### src/rtl/reg_op_sequencer.sv
// reg_op_sequencer: steps a register through clear/load/inc/dec commands, readback CHECK when REG_SEQ_READBACK_EN is defined
module reg_op_sequencer #(
  parameter int NBits = 4
) (
  input  logic             clk,
  input  logic             rst_n,
  input  logic             cmd_valid,
  output logic             cmd_ready,
  input  logic [1:0]       cmd_op,
  input  logic [NBits-1:0] cmd_data,
  input  logic [3:0]       cmd_count,
  output logic [1:0]       reg_funsel,
  output logic             reg_e,
  output logic [NBits-1:0] reg_i,
  input  logic [NBits-1:0] reg_q,
  output logic [NBits-1:0] expected,
  output logic             busy,
  output logic             done,
  output logic             mismatch
);
`ifdef REG_SEQ_READBACK_EN
  typedef enum logic [1:0] {IDLE, ISSUE, CHECK} state_t;
  logic synced;
`else
  typedef enum logic [1:0] {IDLE, ISSUE} state_t;
  logic unused_q;
  assign unused_q = ^reg_q;
  assign mismatch = 1'b0;
`endif
  state_t           state;
  logic [1:0]       op_q;
  logic [NBits-1:0] data_q;
  logic [3:0]       cnt;
  logic             issue;
  logic [NBits-1:0] nxt;
  always_comb begin
    issue      = (state == ISSUE) && rst_n;
    cmd_ready  = (state == IDLE) && rst_n;
    reg_e      = issue;
    reg_funsel = issue ? op_q : 2'b00;
    reg_i      = issue ? data_q : '0;
    busy       = state != IDLE;
    nxt        = op_q == 2'b00 ? '0 :
                 op_q == 2'b01 ? data_q :
                 op_q == 2'b10 ? expected - 1'b1 : expected + 1'b1;
  end
  always_ff @(posedge clk) begin
    if (!rst_n) begin
      state    <= IDLE;
      expected <= '0;
      done     <= 1'b0;
      cnt      <= 4'd0;
`ifdef REG_SEQ_READBACK_EN
      mismatch <= 1'b0;
      synced   <= 1'b0;
`endif
    end else begin
      done <= 1'b0;
      case (state)
        IDLE: if (cmd_valid) begin
          op_q   <= cmd_op;
          data_q <= cmd_data;
          cnt    <= cmd_op[1] ? cmd_count : 4'd1;
          if (cmd_op[1] && cmd_count == 4'd0) done <= 1'b1;
          else state <= ISSUE;
        end
        ISSUE: begin
          expected <= nxt;
          cnt      <= cnt - 4'd1;
`ifdef REG_SEQ_READBACK_EN
          state    <= CHECK;
`else
          if (cnt == 4'd1) begin
            state <= IDLE;
            done  <= 1'b1;
          end
`endif
        end
`ifdef REG_SEQ_READBACK_EN
        CHECK: begin
          if (synced && reg_q != expected) mismatch <= 1'b1;
          if (cnt == 4'd0) begin
            state <= IDLE;
            done  <= 1'b1;
            if (!op_q[1]) synced <= 1'b1;
          end else state <= ISSUE;
        end
`endif
        default: state <= IDLE;
      endcase
    end
  end
endmodule

### config.mk
export PLATFORM = sky130hd
export DESIGN_NAME = reg_op_sequencer
export DESIGN_NICKNAME = d
export VERILOG_FILES = /design/src/rtl/reg_op_sequencer.sv
export SDC_FILE = /design/constraint.sdc
export NUM_CORES = 1
export LEC_CHECK = 0
export BUFFER_PORTS_ARGS = -buffer_cell sky130_fd_sc_hd__buf_4
export CORE_MARGIN = 10
export CORE_UTILIZATION = 37
export DETAILED_ROUTE_END_ITERATION = 12
export SYNTH_ARGS = -nofsm -noshare
export SYNTH_HDL_FRONTEND = slang
export SYNTH_SLANG_ARGS = --single-unit
### constraint.sdc
create_clock -name clk -period 2.1 [get_ports clk]
set_input_delay 0.105 -clock clk [delete_from_list [all_inputs] [get_ports clk]]
set_output_delay 0.105 -clock clk [all_outputs]
set_load 0.005 [all_outputs]
==> metrics.cfg, run 1 <==
[status]
status = finished clean

[yosys]
ys_ff_latch = 16
synth_top_area_share_pct = 22.5
synth_area_leader_cell = dfxtp_1
synth_area_leaders = dfxtp_1, edfxtp_1, a211oi_1
syn-cell-area_um2 = 890
avgSynthCellArea_um2 = 9.27
synth_warnings = 0
syn-instance-count = 96
yosysSeqAreaShare_pct = 42.8
synth_nets = 116
ys_types = 36

[global_routing]
grt_pass1_wl_mm = 3.75
gr-total-overflow = 0
grt_max_degree = 24
grt_use_total_pct = 9.10
grt_pass1_vias = 807
antenna_found_initial = 0

[floorplanning]
fp.dieArea_mm2 = 0.00477
die_w_um = 69.0
initial_core_util_pct = 39.5
core_area_mm2 = 0.00225
std_cell_rows = 17
ios = 32
die_y_um = 69.0

[sta]
max_slew_margin_pct = 55.8
timing.final.max_slew_violations = 0
timing.final.crit_period_ns = 1.76
fin_crit_sh_pct = 84.0
fmaxAchievable_ghz = 0.567
fin_worst_skew_ns = 0.00761
hold_viol = 0
rsz0062_at_grt = false
tightest_slew_ns = 0.663
setup_viol = 0
setup_tns_ns = 0

[cts]
cts.htree.levels = 1
clk_pin_slew_ns = 0.10
cts_root_buf = clkbuf_4
cts_setup_buffers = 0
clk_latency_ns = 0.28
cts_sinks = 16
hold_buffers = 5
ctsResizeCount = 0
clockBufferDepth = 2
cts_made_buffers = 3
cts_tree = built

[critical_path]
worstSetupStartpointType = flop
crit_path_end_kind = flop
cp_max_fo = 8
required_ns = 2.29
path_class = flop to flop
crit_arrival_ns = 1.95

[detailed_routing]
routedWlPerCell_um = 14.4
routed_wl_mm = 2.20
vias = 813
first_iter_violations = 10
drc = 0
viasPerCell = 5.31
firstDrtPassIters = 4
antenna_left = 0

[placed_design]
place.gp.congestion = 0.762
dp_hpwl_mm = 1.65
place_inst = 144
place.port_buffers = 26

[power]
vdd_ir_drop_max_v = 0.000401
p_per_area_mw_per_mm2 = 596
cellLeakagePower_nw = 0.492

[finish]
num-nets-final = 146
syn_to_final_growth_pct = 30.9
antenna_cells = 0
layoutNonFillerInstCount = 153
drive_above_1_share_pct = 25.6

[run]
timing.max_cap.violations = 0

[hold_path]
hold_class = primary input to flop

==> per-layer routing <==
| layer | vias to the layer above | global-route usage (%) | wire length [µm] |
|---|---|---|---|
| li1 | 411 | - | - |
| met1 | 382 | 10.3 | 963 |
| met2 | 18 | 14.1 | 1030 |
| met3 | 2 | 5.71 | 197 |
| met4 | 0 | 2.00 | 9 |
| met5 | - | 0 | 0 |
==> placed cells by master (no fill, tap or decap), types with 2 or more instances in the layout <==
master,netlist,routed
nand3_1,2,2
and2_1,2,2
edfxtp_1,6,6
buf_4,1,28
nor3_1,3,3
nand2_1,4,4
nor2_1,6,6
ha_1,3,3
xnor2_1,3,3
and3_1,7,7
nor2b_1,5,5
a311oi_1,3,3
a211oi_1,6,6
dfxtp_1,10,10
inv_1,4,4
a21oi_1,5,5
clkbuf_4,0,3
a31oi_1,2,2
dlygate4sd3_1,0,5
nand4_1,2,2
==> metrics by stage <==
stage / area, µm² / worst slack [ns] / hold WS, ns / util (%) / total power, W
2_1_floorplan: 890 / 0.457 / 0.204 / - / 0.000465
3_3_place_gp: 1090 / 0.376 / 0.284 / 48.3 / 0.000522
3_5_place_dp: 1090 / 0.342 / 0.285 / 48.3 / 0.000525
4_1_cts: 1160 / 0.326 / 0.0409 / 51.7 / 0.000706
5_1_grt: 1160 / 0.227 / 0.0239 / 51.7 / 0.000745
6_report: 1160 / 0.337 / 0.0462 / 51.7 / 0.000694
==> worst max-delay path, cell delays in order (launching register included) <==
cell and delay, ns:
edfxtp_1 0.50, nand2b_1 0.20, xnor2_1 0.12, ha_1 0.20, nor3_1 0.13, a21oi_1 0.07, and3_1 0.19, o31a_1 0.26
==> where the power goes <==
part	switching (W)	internal, W
sequential	0.0000320	0.000344
clock	0.0000967	0.0000737
combinational	0.0000620	0.0000854
==> flip-flops by register name, summed over array words and instances (netlist names) <==
name      count
data_q        4
cnt           4
state         1
op_q          2
expected      4
done          1
==> synthesized netlist by cell type (all sizes together) <==
cell,n
a211oi,6
a21o,1
a21oi,5
a22oi,1
a311o,1
a311oi,3
a31oi,2
and2,2
and3,7
buf,6
clkbuf,2
clkinv,1
conb,1
dfxtp,10
edfxtp,6
ha,3
inv,4
nand2,4
nand2b,1
nand3,2
nand3b,1
nand4,2
nor2,6
nor2b,5
nor3,4
o211ai,1
o21a,1
o21ai,1
o31a,1
or3b,1
or4,1
or4bb,1
xnor2,3
==> cell families after synthesis <==
kind of cell / after synthesis / synth area share, %
AOI/OAI and AO/OA: 23 / 18.3
DFF: 16 / 42.8
adders and majority gates: 3 / 4.22
buffers and inverters: 13 / 7.31
and+or+nand+nor: 37 / 24.1
xor gates and xnor gates: 3 / 2.95
other: 1 / 0.422
==> layout make-up <==
| class | count | area [µm²] |
|---|---|---|
| Inverter | 5 | 18.8 |
| Clock buffer | 4 | 26.3 |
| Sequential cell | 16 | 380 |
| Timing Repair Buffer | 33 | 260 |
| Tap cell | 28 | 35.0 |
| Fill cell | 240 | 1090 |
| Multi-Input combinational cell | 67 | 444 |
==> worst paths after layout <==
| kind | depth (start not counted) | slack (ns) | end | startpoint |
|---|---|---|---|---|
| setup / recovery | 7 | 0.34 | expected[2]$_SDFFE_PN0P_ | op_q[0]$_DFFE_PP_ |
| hold / removal | 1 | 0.05 | op_q[1]$_DFFE_PP_ | cmd_op[1] |
| hold reg to reg | 2 | 0.55 | expected[3]$_SDFFE_PN0P_ | expected[3]$_SDFFE_PN0P_ |
| setup reg to reg | 7 | 0.34 | expected[2]$_SDFFE_PN0P_ | op_q[0]$_DFFE_PP_ |
Note: power is estimated with default switching activity, not from simulation.
==> inputs of run 2 (changes only) <==
==> constraint.sdc (replaced) <==
create_clock -name clk -period 1.6 [get_ports clk]
set_input_delay 0.08 -clock clk [delete_from_list [all_inputs] [get_ports clk]]
set_output_delay 0.08 -clock clk [all_outputs]
set_load 0.005 [all_outputs]
==> run 2 against run 1 <==
Against the previous run: final cell count increased by 3.3%; largest power group unchanged; core utilization grew 2.7 points; critical path depth stayed put; cell area up 5.2%; routed wire length is 9.1% higher; maximum frequency grew 10%; highest routed layer unchanged; critical endpoint unchanged.
==> metrics.cfg, run 2 (synthesis results as in run 1) <==
[critical_path]
path_class = flop to flop
crit_arrival_ns = 1.78  ; -0.17 ns
worstSetupStartpointType = flop
r2r_start = op_q[0]$_DFFE_PP_
slowest_delay_ns = 0.39  ; -0.11 ns
reg2reg_slack_ns = 0.002  ; -0.33 ns
r2r_cells = 7  ; unchanged
crit_slowest_cell = edfxtp_1
crit_path_end_kind = flop
required_ns = 1.79  ; -0.50 ns
cp_max_fo = 2  ; -6
rr_endpoint = expected[2]$_SDFFE_PN0P_
crit_chain = nand2b_4 > xnor2_2 > ha_2 > nor3_2 > a21oi_1 > and3_1 > o31a_1

[cts]
cts_setup_buffers = 0  ; unchanged
clockBufferDepth = 2  ; unchanged
cts_sinks = 16  ; unchanged
cts.htree.levels = 1  ; unchanged
cts_made_buffers = 3  ; unchanged
clk_latency_ns = 0.28  ; about the same
cts_root_buf = clkbuf_4
clk_pin_slew_ns = 0.10  ; about the same
cts_tree = built

[detailed_routing]
vias = 821  ; +0.98%
routed_wl_mm = 2.40  ; +9.1%
antenna_left = 0  ; unchanged
viasPerCell = 5.20  ; -2.2%
firstDrtPassIters = 4  ; unchanged
routedWlPerCell_um = 15.2  ; +5.7%
first_iter_violations = 42  ; +32
drc = 0  ; unchanged

[status]
status = finished clean

[placed_design]
place.gp.congestion = 0.713  ; -6.4%
place_inst = 149  ; +3.5%
dp_hpwl_mm = 1.74  ; +4.9%
pre_cts_ws_ns = 0.0243  ; -0.318 ns
place.port_buffers = 26  ; unchanged

[power]
cellLeakagePower_nw = 0.531  ; +7.9%
power_w = 0.000934  ; +35%
p_per_area_mw_per_mm2 = 762  ; +28%
vdd_ir_drop_max_v = 0.000565  ; +41%

[floorplanning]
die_y_um = 69.0  ; unchanged
fp.dieArea_mm2 = 0.00477  ; unchanged
core_area_mm2 = 0.00225  ; unchanged
ios = 32  ; unchanged
die_w_um = 69.0  ; unchanged
initial_core_util_pct = 39.5  ; unchanged
std_cell_rows = 17  ; unchanged

[finish]
fillers = 210  ; -13%
ff_latch_area_um2 = 380  ; unchanged
syn_to_final_growth_pct = 37.7
drive_above_1_share_pct = 31.5  ; +5.9 points
multiInputGateArea_um2 = 467  ; +5.1%
antenna_cells = 0  ; unchanged
largest_registers = cnt x4, data_q x4, expected x4
num-nets-final = 151  ; +3.4%
final_cell_mix = buf_4, dfxtp_1, and3_1
final_common_cell = buf_4
layoutNonFillerInstCount = 158  ; +3.3%

[sta]
setup_viol = 0  ; unchanged
fin_hold_ws_ns = 0.0327  ; -0.0136 ns
timing.final.max_slew_violations = 0  ; unchanged
fin_ws_ns = 0.00224  ; -0.335 ns
fin_crit_sh_pct = 99.9  ; +16 points
fin_worst_skew_ns = 0.000400  ; -0.00721 ns
rsz0062_at_grt = true
setup_tns_ns = 0  ; unchanged
hold_viol = 0  ; unchanged
timing.final.crit_period_ns = 1.60  ; -0.165 ns
fmaxAchievable_ghz = 0.626  ; +10%

[global_routing]
gr-total-overflow = 0  ; unchanged
grt_pass1_vias = 810  ; +0.37%
grt_max_degree = 13  ; -46%
grt_pass1_wl_mm = 3.89  ; +3.9%
grt_use_total_pct = 9.45  ; +0.34 points
use_met3_pct = 4.14  ; -1.6 points
gr-usage-met1_pct = 12.3  ; +2.0 points
busiest_layer = met2
antenna_found_initial = 0  ; unchanged
use_met2_pct = 13.6  ; -0.50 points

[hold_path]
hold_class = primary input to flop
worstHoldPathCells = 1  ; unchanged
worstHoldStart = cmd_op[1]
whs_endpoint = op_q[1]$_DFFE_PP_

[run]
timing.max_cap.violations = 0  ; unchanged

-- run 2: layout make-up --
cell class	count	share of cell area [%]
Tap cell	28	2.86
Clock inverter	1	0.306
Sequential cell	16	31.1
Timing Repair Buffer	38	24.3
Inverter	5	1.53
Multi-Input combinational cell	67	38.1
Clock buffer	3	1.84
-- run 2: layer usage --
metal	up-vias	routed length [µm]	share of wire (%)
met4	0	8	0.33
met3	2	210	8.8
met1	375	1100	46
met2	25	1080	45
met5	-	0	0
li1	419	-	-
-- run 2: power by group --
| group | total (W) | switching [W] | internal (W) |
|---|---|---|---|
| Combinational | 0.000230 | 0.000102 | 0.000128 |
| Clock | 0.000222 | 0.000131 | 0.0000906 |
| Sequential | 0.000482 | 0.0000302 | 0.000452 |
-- run 2: through the flow --
| stage | area (µm²) | utilization (%) |
|---|---|---|
| 2_1_floorplan | 897 | - |
| 3_3_place_gp | 1130 | 50.3 |
| 3_5_place_dp | 1130 | 50.3 |
| 4_1_cts | 1210 | 53.7 |
| 5_1_grt | 1220 | 54.3 |
| 6_report | 1220 | 54.3 |
-- run 2: worst max-delay path: cells and delay by family, from the launching register on --
kind / cells / cell delay [ns]
flops: 1 / 0.39
compound gates: 2 / 0.30
simple gates: 3 / 0.49
xor+xnor: 1 / 0.12
fa+ha+maj: 1 / 0.20
-- run 2: repair_timing --
action,CTS,global route
setup endpoints to repair,0,1
resized for setup,0,3
endpoints found under the hold margin,5,0
hold buffers,5,0
-- run 2: how the worst max path moves through the flow --
stage                                           to               from  slack (ns)
after floorplan           expected[2]$_SDFFE_PN0P_  op_q[0]$_DFFE_PP_       -0.03
after global placement    expected[2]$_SDFFE_PN0P_  op_q[0]$_DFFE_PP_        0.03
after detailed placement  expected[2]$_SDFFE_PN0P_  op_q[0]$_DFFE_PP_        0.02
after CTS                 expected[2]$_SDFFE_PN0P_  op_q[0]$_DFFE_PP_       0.007
after global routing      expected[2]$_SDFFE_PN0P_  op_q[0]$_DFFE_PP_       -0.06
final                     expected[2]$_SDFFE_PN0P_  op_q[0]$_DFFE_PP_       0.002
